**src/rtl/vga_pkg.sv**
```systemverilog
`default_nettype none
// ============================================================================
//  vga_pkg
//  Shared 640x480@60 raster constants, state encoding and decode helpers.
//  Used by vga_sync_generator, vga_pixel_shifter and VGA_data_controller.
//  Revision: 1.0
// ============================================================================
package vga_pkg;

   typedef enum logic [1:0] {
      SYNC       = 2'd0,
      BACKPORCH  = 2'd1,
      ACTIVE     = 2'd2,
      FRONTPORCH = 2'd3
   } vga_state_t;

   localparam int H_SYNC  = 96;
   localparam int H_BP    = 48;
   localparam int H_FP    = 16;
   localparam int H_TOTAL = 800;

   localparam int V_SYNC  = 2;
   localparam int V_BP    = 33;
   localparam int V_FP    = 10;
   localparam int V_TOTAL = 525;

   // Region of one axis: sync first, then back porch, visible area, front porch.
   function automatic vga_state_t vga_decode_state(input logic [9:0] cnt,
                                                   input int sync_w,
                                                   input int bp_w,
                                                   input int act_w);
      int c;
      c = int'(cnt);
      if (c < sync_w)                     return SYNC;
      else if (c < sync_w + bp_w)         return BACKPORCH;
      else if (c < sync_w + bp_w + act_w) return ACTIVE;
      else                                return FRONTPORCH;
   endfunction

   // Blank lines report FRONTPORCH so the controller never fetches on them.
   function automatic vga_state_t vga_combine_state(input vga_state_t h_st,
                                                    input vga_state_t v_st);
      return (v_st == ACTIVE) ? h_st : FRONTPORCH;
   endfunction

endpackage
`default_nettype wire

```
**src/rtl/vga_pixel_shifter.sv**
```systemverilog
`default_nettype none
// ============================================================================
//  vga_pixel_shifter
//  One-word input buffer plus 32-bit serializer. A word is moved from the
//  buffer into the shift register at the first pixel of every 32-pixel group;
//  a missing word shows black and raises underrun, a word arriving while the
//  buffer is still full is dropped and raises overrun.
//  Revision: 1.0
// ============================================================================
module vga_pixel_shifter (
   input  logic        clk,
   input  logic        rst,
   input  logic        active_i,     // pixel position is inside the visible area
   input  logic [31:0] data_i,
   input  logic        data_en_i,
   output logic        word_ready_o,
   output logic        pixel_o,
   output logic        underrun_o,
   output logic        overrun_o
);

   logic [31:0] buf_q, buf_d;
   logic        buf_valid_q, buf_valid_d;
   logic [31:0] sr_q, sr_d;
   logic [4:0]  col_q, col_d;
   logic        under_q, under_d;
   logic        over_q, over_d;
   logic        pix_q, pix_d;
   logic        load;

   assign load = active_i && (col_q == 5'd0);

   // Next-state: load/shift the serializer, then accept or drop an incoming word.
   always_comb begin
      buf_d       = buf_q;
      buf_valid_d = buf_valid_q;
      sr_d        = sr_q;
      col_d       = col_q;
      under_d     = under_q;
      over_d      = over_q;
      pix_d       = 1'b0;

      if (active_i) begin
         col_d = col_q + 5'd1;   // natural wrap 31 -> 0 starts the next word
         if (col_q == 5'd0) begin
            if (buf_valid_q) begin
               sr_d        = buf_q;
               buf_valid_d = 1'b0;
            end else begin
               sr_d    = '0;
               under_d = 1'b1;
            end
         end else begin
            sr_d = {sr_q[30:0], 1'b0};
         end
         pix_d = sr_d[31];
      end else begin
         col_d = 5'd0;
      end

      // A load in the same cycle frees the buffer, so the new word is kept.
      if (data_en_i) begin
         if (!buf_valid_q || load) begin
            buf_d       = data_i;
            buf_valid_d = 1'b1;
         end else begin
            over_d = 1'b1;
         end
      end
   end

   // Buffer, serializer and sticky flag registers.
   always_ff @(posedge clk or posedge rst) begin
      if (rst) begin
         buf_q       <= '0;
         buf_valid_q <= 1'b0;
         sr_q        <= '0;
         col_q       <= '0;
         under_q     <= 1'b0;
         over_q      <= 1'b0;
         pix_q       <= 1'b0;
      end else begin
         buf_q       <= buf_d;
         buf_valid_q <= buf_valid_d;
         sr_q        <= sr_d;
         col_q       <= col_d;
         under_q     <= under_d;
         over_q      <= over_d;
         pix_q       <= pix_d;
      end
   end

   assign word_ready_o = !buf_valid_q;
   assign pixel_o      = pix_q;
   assign underrun_o   = under_q;
   assign overrun_o    = over_q;

endmodule
`default_nettype wire

```
**src/rtl/vga_sync_generator.sv**
```systemverilog
`default_nettype none
// ============================================================================
//  vga_sync_generator
//  Free-running 640x480@60 raster timing: horizontal/vertical counters, region
//  decode for the data controller, active-low syncs and 1-bpp serial pixels.
//  Syncs and pixel data lag the counters by one clock.
//  Revision: 1.0
// ============================================================================
module vga_sync_generator #(
   parameter int H_ACTIVE = 640,
   parameter int V_ACTIVE = 480
) (
   input  logic        clk,
   input  logic        rst,
   input  logic [31:0] data_to_VGA,
   input  logic        data_en,
   output logic [9:0]  h_count,
   output logic [9:0]  v_count,
   output logic [1:0]  VGA_state,
   output logic        word_ready,
   output logic        hsync,
   output logic        vsync,
   output logic        pixel_data,
   output logic        underrun,
   output logic        overrun
);
   import vga_pkg::*;

   localparam logic [9:0] H_LAST = 10'(H_TOTAL - 1);
   localparam logic [9:0] V_LAST = 10'(V_TOTAL - 1);

   logic [9:0] h_q, h_d;
   logic [9:0] v_q, v_d;
   vga_state_t state_q, state_d;
   vga_state_t h_state, v_state;
   logic       hsync_q, hsync_d;
   logic       vsync_q, vsync_d;
   logic       line_active;

   // Counter advance and decode; VGA_state is precomputed so it tracks the counters.
   always_comb begin
      h_d = h_q + 10'd1;
      v_d = v_q;
      if (h_q == H_LAST) begin
         h_d = 10'd0;
         v_d = (v_q == V_LAST) ? 10'd0 : v_q + 10'd1;
      end

      h_state = vga_decode_state(h_q, H_SYNC, H_BP, H_ACTIVE);
      v_state = vga_decode_state(v_q, V_SYNC, V_BP, V_ACTIVE);

      state_d = vga_combine_state(vga_decode_state(h_d, H_SYNC, H_BP, H_ACTIVE),
                                  vga_decode_state(v_d, V_SYNC, V_BP, V_ACTIVE));

      hsync_d = (h_state != SYNC);
      vsync_d = (v_state != SYNC);
   end

   // Counter, state and sync registers.
   always_ff @(posedge clk or posedge rst) begin
      if (rst) begin
         h_q     <= '0;
         v_q     <= '0;
         state_q <= FRONTPORCH;
         hsync_q <= 1'b0;
         vsync_q <= 1'b0;
      end else begin
         h_q     <= h_d;
         v_q     <= v_d;
         state_q <= state_d;
         hsync_q <= hsync_d;
         vsync_q <= vsync_d;
      end
   end

   assign line_active = (h_state == ACTIVE) && (v_state == ACTIVE);

   vga_pixel_shifter u_shifter (
      .clk          (clk),
      .rst          (rst),
      .active_i     (line_active),
      .data_i       (data_to_VGA),
      .data_en_i    (data_en),
      .word_ready_o (word_ready),
      .pixel_o      (pixel_data),
      .underrun_o   (underrun),
      .overrun_o    (overrun)
   );

   assign h_count   = h_q;
   assign v_count   = v_q;
   assign VGA_state = state_q;
   assign hsync     = hsync_q;
   assign vsync     = vsync_q;

endmodule
`default_nettype wire

```
**config.mk**
```make
export PLATFORM = sky130hd
export DESIGN_NAME = vga_sync_generator
export DESIGN_NICKNAME = d
export VERILOG_FILES = /design/src/rtl/vga_pkg.sv /design/src/rtl/vga_pixel_shifter.sv /design/src/rtl/vga_sync_generator.sv
export SDC_FILE = /design/constraint.sdc
export NUM_CORES = 1
export LEC_CHECK = 0
export ABC_AREA = 1
export CORE_UTILIZATION = 55
export CTS_CLUSTER_SIZE = 16
export DETAILED_ROUTE_END_ITERATION = 8
export PLACE_DENSITY = 0.8
export SLEW_MARGIN = 20
export SYNTH_ARGS = -nofsm -noshare
export SYNTH_HDL_FRONTEND = slang
export SYNTH_SLANG_ARGS = --single-unit
```
**constraint.sdc**
```tcl
create_clock -name clk -period 5.55 [get_ports clk]
set_clock_uncertainty 0.05 [all_clocks]
set_input_delay 0.555 -clock clk [delete_from_list [all_inputs] [get_ports clk]]
set_output_delay 0.555 -clock clk [all_outputs]
set_load 0.05 [all_outputs]
```
After elaboration in Yosys (flattened, before gate mapping) --
Index checks and enable logic that the tools add are counted.
Cells by class: $add $sub $neg 3, $lt $le $gt $ge 12, eq/ne operators 5, multiplexer cells 24, bitwise gates (word level) 2, reduce and logical (&&, ||, !) cells 10
Operators by type and width (count):
- two-way mux 32 bit | 2
- less-than comparator 10 bit (second input constant) | 4
- two-way mux 10 bit | 3
- adder 10 x 1 -> 10 bit (second input constant) | 2
- == test 10 bit (second input constant) | 2
- less-than comparator 10 x 2 -> 1 bit (second input constant) | 2
- less-than comparator 10 x 6 -> 1 bit (second input constant) | 2
- less-than comparator 10 x 7 -> 1 bit (second input constant) | 2
- less-than comparator 10 x 8 -> 1 bit (second input constant) | 2
- two-way mux 2 bit | 9
- two-way mux 1 bit | 9
- == test 2 bit (second input constant) | 3
- adder 5 x 1 -> 5 bit (second input constant) | 1
- zero test 5 bit | 1
- two-way mux 5 bit | 1
- AND reduction 2 bit | 2
- nonzero test 2 bit | 2
- AND reduction 3 bit | 1
- logical AND 1 bit | 2
- NOT 1 bit | 2
- zero test 1 bit | 1
- logical OR 1 bit | 1
Word-level totals: register bits after elaboration 96, input port bits 35, output and inout bits 28, word-level logic and storage cells 68

Depth between registers and ports, before layout --
Gate-level depths: netlist (run 1).
word-level depth 10, mapped depth 14, depth with buffers taken out 14

Hierarchy --
Synthesis (run 1) repeated with hierarchy kept, for this count alone.
Second synthesis, totals: cell total of the unflattened synthesis 585, area, all modules 4738.3 µm²
Modules (own cells, without submodules):
- vga_pixel_shifter | times used 1, cells each 351, area an instance 3091.7 µm², seq. area each 1801.7 µm²
- vga_sync_generator | times used 1, cells each 234, area an instance 1646.6 µm², seq. area each 603.1 µm²

Least setup slack after synthesis (run 1) --
OpenSTA, ideal clock, no wires.
kind reg-to-reg, start point register v_q[0], in the netlist v_count[0], end point register state_q[0], in the netlist VGA_state[0], library setup time 83 ps, data arrival time 1964 ps, required time 5417 ps, slack 3453 ps, cell stages (with the launch flop) 13, path buffers 0, clock period less this slack 2097 ps, cell sequence dfrtp_1 -> ha_1 -> inv_1 -> nor2_1 -> nand2_1 -> nor2_1 -> nand3_1 -> nand2_1 -> nand3_1 -> nor2_1 -> nand2_1 -> nand2_1 -> nand3_1
On the way: cells in the longest elaborated chain, start to end 9, elaborated cells on any way between the ends 12, those cells by class add/sub: 1; order compare: 3; eq/ne: 2; mux: 6
Ends and longest elaborated chain:
- from (decl) | RTL line vga_sync_generator.sv:33 | logic [9:0] v_q, v_d;
- from (signal assigned) | RTL line vga_sync_generator.sv:69 | v_q <= v_d;
- adder 10 x 1 -> 10 bit or == test 10 bit (tied branches) | RTL line vga_sync_generator.sv:46 | v_d = (v_q == V_LAST) ? 10'd0 : v_q + 10'd1;
- two-way mux 10 bit | RTL line vga_sync_generator.sv:46
- two-way mux 10 bit * | RTL line vga_sync_generator.sv:44 | if (h_q == H_LAST) begin
- less-than comparator 10 bit | RTL line vga_pkg.sv:36 | else if (c < sync_w + bp_w + act_w) return ACTIVE;
- two-way mux 1 bit | RTL line vga_pkg.sv:36
- two-way mux 2 bit | RTL line vga_pkg.sv:35 | else if (c < sync_w + bp_w) return BACKPORCH;
- two-way mux 2 bit * | RTL line vga_pkg.sv:34 | if (c < sync_w) return SYNC;
- == test 2 bit * | RTL line vga_pkg.sv:43 | return (v_st == ACTIVE) ? h_st : FRONTPORCH;
- two-way mux 2 bit * | RTL line vga_pkg.sv:43
- via state_d[0] | RTL line vga_sync_generator.sv:34 | vga_state_t state_q, state_d;
- to (signal assigned) | RTL line vga_sync_generator.sv:70 | state_q <= state_d;
- to (decl) | RTL line vga_sync_generator.sv:34
Mark *: on every way through the listed nets, which the timed path passes. The rest lies on a longest branch. A chain may end at the register's enable or synchronous reset.

Worst setup path in the final report (run 1) --
start point register u_shifter.buf_valid_q, end point output word_ready
On the way: cells in the longest elaborated chain, start to end 1
Ends and longest elaborated chain:
- from (decl) | RTL line vga_pixel_shifter.sv:23 | logic buf_valid_q, buf_valid_d;
- from (signal assigned) | RTL line vga_pixel_shifter.sv:84 | buf_valid_q <= buf_valid_d;
- zero test 1 bit | RTL line vga_pixel_shifter.sv:93 | assign word_ready_o = !buf_valid_q;
- to (decl) | RTL line vga_sync_generator.sv:20 | output logic word_ready,
Every way passes these cells.

==> results.cfg, run 1 <==
[detailed_routing]
ant_nets = 0
vias_per_cell = 5.29
vias = 4021
routedWlPerCell_um = 13.5
drt_wl_total_um = 10200
drt_first_pass_iters = 5
drt_iter0_markers = 186
drcViolationCount = 0

[grt]
track_usage = 0.245
grt_pass1_vias = 3676
grt_max_degree = 64
grt_overflow_total = 0
grt_pass1_wl_um = 17100
grt_antenna_before_repair = 0

[clocking]
cts_tree = yes
clk_pin_slew_ns = 0.10
cts_buffers = 9
clockBufferDepth = 2
clk_latency_ns = 0.36
cts_max_level = 3
cts_setup_buffers = 0
clockRootBuffer = clkbuf_8
numClockSinks = 96
cts.hold.buffers_added = 0
postCtsResizedCells = 0

[logic_synthesis]
syn_nets = 642
ys.warnings.count = 0
syn_area_per_cell_um2 = 7.89
yosysUniqueCellTypes = 30
synthTopCellsByArea = dfrtp_1, nand2_1, nand3_1
synthesis.area_mm2 = 0.00475
syn_inst = 602
yosysSeqAreaShare = 0.506
synth-seq-cells = 96
yosys.area.top_type_share = 0.495
synth_top_area_cell = dfrtp_1

[placement]
finalWeightedCongestion = 0.916
pre_cts_slack_ns = 3.04
post-dp-hpwl_um = 6960
io_buffers = 62

[timing]
min_period_ns = 2.54
hold_viol = 0
drv_slew = 0
max_freq_mhz = 394
rsz0062_at_grt = no
worstMarginPinSlew_ns = 0.690
fin_tns_setup_ns = 0
min_period_over_period = 0.457
setup_ws_ns = 3.01
setup_viol = 0
max-slew-margin-rel = 0.540

[power]
seq_power_share = 0.573
powerDensity_mw_per_mm2 = 218
clockPowerShare = 0.391
switching_power_uw = 281
p_int_uw = 938
p_sw_frac = 0.230
power_frac_comb = 0.036
ir_drop_uv = 101
leakage_nw = 2.75

[status]
status = finished clean

[floorplanning]
core_area_mm2 = 0.00830
start_util = 0.572
dieArea_mm2 = 0.00901
die_w_um = 94.9
rows = 33
ios = 63
fp.dieH_um = 94.9

[critical_path]
cp.arrival_ns = 1.93
path_max_fanout = 35
worstPathRequired_ns = 4.95
start_kind = flip-flop
worstSetupPathType = reg -> out
crit_path_end_kind = output port

[final_layout]
diodes = 0
area_growth_pct = 17.5
nFillCells = 661
final_cell_mix = nand2_1, dfrtp_1, nand3_1
final_common_cell = nand2_1
drive_gt1_frac = 0.0550
nets = 690

[hold_path]
hold_class = reg -> reg

[job]
maxCapViolCount = 0
-- cell usage after synthesis --
master and instances:
clkbuf_1 12, clkbuf_2 1, nor2_1 26, clkinv_2 1, or2_2 1, buf_6 4, nand2_2 1, nand4_1 10
xor2_1 4, nor3b_2 1, nor4b_4 1, nand2_4 2, ha_1 5, dfrtp_1 94, a21boi_0 1, o21ai_0 65
nand3_2 2, o22ai_1 1, buf_4 3, nand3_1 93, nor2_4 1, buf_2 9, nand2_1 176, a21oi_1 3
dfstp_2 2, a31oi_1 2, nor2_2 3, o21bai_1 3, inv_1 73, o21ai_1 2
-- final cells by class --
class	count	area, µm²	area share
Clock buffer	9	124	0.0222
Clock inverter	7	83.8	0.0150
Inverter	74	282	0.0504
Multi-Input combinational cell	403	1900	0.341
Sequential cell	96	2400	0.431
Tap cell	105	131	0.0235
Timing Repair Buffer	66	651	0.117
-- through the flow --
| stage | utilization | hold WS, ns | area (µm²) | power [mW] | cells |
|---|---|---|---|---|---|
| floorplan | - | 0.392 | 4750 | 0.727 | 602 |
| global placement | 0.647 | 0.405 | 5370 | 0.757 | 744 |
| detailed placement | 0.647 | 0.410 | 5370 | 0.757 | 744 |
| CTS | 0.672 | 0.436 | 5580 | 1.23 | 760 |
| global route | 0.672 | 0.456 | 5580 | 1.26 | 760 |
| finish | 0.672 | 0.430 | 5580 | 1.22 | 760 |
-- worst max-delay path, cell delays in order (launching register included) --
cell	delay (ns)
dfrtp_1	0.39
buf_4	0.25
inv_1	0.11
clkdlybuf4s50_1	0.81
-- cell families (layout without fill, tap and decap cells) --
group | Yosys count | in the layout | share of synthesized area
buffers and inverters | 103 | 156 | 0.0930
and+or+nand+nor | 317 | 317 | 0.296
AOI/OAI and AO/OA | 77 | 77 | 0.0840
DFF | 96 | 96 | 0.506
xor gates and xnor gates | 4 | 4 | 0.00737
adders and majority gates | 5 | 5 | 0.0132
-- registers in the layout (all words and copies together), names as in the netlist --
| register | count |
|---|---|
| hsync | 1 |
| u_shifter.underrun_o | 1 |
| u_shifter.col_q | 5 |
| VGA_state | 2 |
| h_count | 10 |
| u_shifter.buf_valid_q | 1 |
| u_shifter.pixel_o | 1 |
| vsync | 1 |
| u_shifter.overrun_o | 1 |
| u_shifter.buf_q | 32 |
| v_count | 10 |
| u_shifter.sr_q | 31 |
-- path summary, 6_finish.rpt --
path                                             from             endpoint  slack, ns  cells after the start
max in group asynchronous                         rst    u_shifter.sr_q[0]       3.85                      3
worst min-delay path               u_shifter.buf_q[1]   u_shifter.buf_q[1]       0.43                      2
worst min register to register     u_shifter.buf_q[1]   u_shifter.buf_q[1]       0.43                      2
worst max-delay path            u_shifter.buf_valid_q           word_ready       3.01                      3
min in group asynchronous                         rst           h_count[9]       0.61                      2
worst max register to register     u_shifter.col_q[0]  u_shifter.buf_q[25]       3.02                      9
-- routing by layer --
metal,GRT usage,share of wire,wire length (µm),vias to the layer above
li1,-,-,-,2017
met1,0.340,0.47,4810,1895
met2,0.394,0.48,4900,94
met3,0.0298,0.035,355,15
met4,0.0871,0.017,179,0
met5,0,0,0,-
-- power groups by stage --
stage / Combinational (mW) / Sequential, mW / Clock (mW)
global placement: 0.0439 / 0.713 / 0
global route: 0.0483 / 0.699 / 0.517
finish: 0.0433 / 0.699 / 0.477
CTS: 0.0445 / 0.699 / 0.486
floorplan: 0.0140 / 0.713 / 0
detailed placement: 0.0444 / 0.713 / 0
(Power assumes the default switching activity.)
==> run 2: changes to the inputs <==
Settings changed: CORE_UTILIZATION 55 to 50, PLACE_DENSITY 0.8 to 0.76.
Clock period 5.55 ns to 2.3 ns, I/O delays scaled along.
==> run 2 against run 1 <==
Effect of this change:
- via count grew 1.5%
- wire length grew 1.9%
- sequential share of layout area shrank 0.82 points
- register-to-register slack lost 2.8 ns
- highest routed layer unchanged
- worst hold slack lost 0.19 ns
- cell area grew 1.9%
- sequential power grew 140%
- clock power grew 140%
- power grew 140%
- combinational power grew to 2.6 times the previous value
- clock-buffer cell count grew 1
==> results.cfg, run 2 (synthesis gave the netlist of run 1 again) <==
[detailed_routing]
vias = 4081
ant_nets = 0
drcViolationCount = 0
routedWlPerCell_um = 13.3
drt_first_pass_iters = 5
vias_per_cell = 5.19
drt_wl_total_um = 10400
drt_iter0_markers = 264

[clocking]
clockRootBuffer = clkbuf_8
cts.hold.buffers_added = 0
numClockSinks = 96
cts_tree = yes
postCtsResizedCells = 0
clk_pin_slew_ns = 0.10
cts_max_level = 3
clockBufferDepth = 2
cts_buffers = 9
clk_latency_ns = 0.37
cts_setup_buffers = 0

[placement]
dpl_cell_area_mm2 = 0.00549
finalWeightedCongestion = 0.934
post-dp-hpwl_um = 7130
place_inst = 771
io_buffers = 62

[final_layout]
area_growth_pct = 19.7
layout.cells.non_filler = 787
nFillCells = 812
drive_gt1_frac = 0.0593
largest_register_ffs = 32
nets = 693
fin_area_mm2 = 0.00569
final_cell_mix = nand2_1, dfrtp_1, nand3_1
top_regs = u_shifter.buf_q x32, u_shifter.sr_q x31
diodes = 0
final_common_cell = nand2_1
top_register = u_shifter.buf_q

[timing]
fin_tns_setup_ns = 0
min_period_over_period = 0.926
rsz0062_at_grt = no
drv_slew = 0
min_period_ns = 2.13
hold_viol = 0
setup_viol = 0
worstMarginPinSlew_ns = 0.605
max-slew-margin-rel = 0.596
max_freq_mhz = 470

[floorplanning]
die_w_um = 99.5
dieArea_mm2 = 0.00990
rows = 35
fp.dieH_um = 99.5
ios = 63
start_util = 0.514
core_area_mm2 = 0.00924

[power]
switching_power_uw = 666
powerDensity_mw_per_mm2 = 515
ir_drop_uv = 347
clockPowerShare = 0.386
seq_power_share = 0.576
leakage_nw = 2.78
p_int_mw = 2.26
p_sw_frac = 0.227
power_frac_comb = 0.038

[grt]
grt_pass1_wl_um = 17700
grt_overflow_total = 0
grt_max_degree = 63
grt_pass1_vias = 3840
track_usage = 0.225
grt_antenna_before_repair = 0

[critical_path]
worstPathRequired_ns = 2.51
path_max_fanout = 32
cp.arrival_ns = 2.34
crit_path_end_kind = flip-flop
worstSetupPathType = reg -> reg
start_kind = flip-flop

[status]
status = finished clean

[job]
maxCapViolCount = 0

[hold_path]
hold_class = in -> async
==> run 2: final timing paths <==
check / startpoint / to / slack [ns] / depth (start not counted)
hold reg to reg: u_shifter.buf_q[19] / u_shifter.buf_q[19] / 0.43 / 2
max in group asynchronous: rst / u_shifter.buf_q[7] / 1.40 / 3
setup / recovery: v_count[5] / u_shifter.buf_q[6] / 0.17 / 10
min in group clk: data_to_VGA[15] / u_shifter.buf_q[15] / 0.36 / 3
hold / removal: rst / h_count[8] / 0.24 / 2
setup reg to reg: v_count[5] / u_shifter.buf_q[6] / 0.17 / 10
==> run 2: critical path, stage by stage, from the launching register on <==
cell     delay [ns]
dfrtp_1        0.48
inv_1          0.20
nand2_1        0.09
nor3b_2        0.23
nand3_1        0.10
nand2_1        0.16
nand3_2        0.15
nand2_4        0.13
nand2_4        0.22
nand2_1        0.14
nand2_1        0.06
==> run 2: metal layers <==
| metal | up-vias | track usage | wire (µm) |
|---|---|---|---|
| met5 | - | 0 | 0 |
| met4 | 0 | 0.0747 | 174 |
| met3 | 12 | 0.0274 | 477 |
| met2 | 128 | 0.360 | 4900 |
| met1 | 1919 | 0.321 | 4900 |
| li1 | 2022 | - | - |
==> run 2: power groups by stage <==
| stage | combinational [mW] | clock [mW] | sequential [mW] |
|---|---|---|---|
| 2_1_floorplan | 0.0341 | 0 | 1.72 |
| 3_3_place_gp | 0.115 | 0 | 1.72 |
| 3_5_place_dp | 0.115 | 0 | 1.72 |
| 4_1_cts | 0.116 | 1.16 | 1.69 |
| 5_1_grt | 0.124 | 1.23 | 1.69 |
| 6_report | 0.112 | 1.13 | 1.69 |
==> run 2: per-stage QoR <==
step	hold WS, ns	power, mW	setup slack (ns)	utilization
2_1_floorplan	0.325	1.75	0.203	-
3_3_place_gp	0.404	1.83	0.287	0.594
3_5_place_dp	0.411	1.84	0.221	0.594
4_1_cts	0.258	2.96	0.209	0.616
5_1_grt	0.297	3.04	0.0116	0.616
6_report	0.239	2.93	0.171	0.616
==> run 2: layout make-up <==
class / instances / area (µm²) / share of cell area
sequential: 96 / 2400 / 0.423
multi-input combinational: 403 / 1900 / 0.335
timing repair buffer: 69 / 733 / 0.129
inverter: 74 / 283 / 0.0497
tap: 129 / 161 / 0.0284
clock buffer: 10 / 128 / 0.0224
clock inverter: 6 / 73.8 / 0.0130
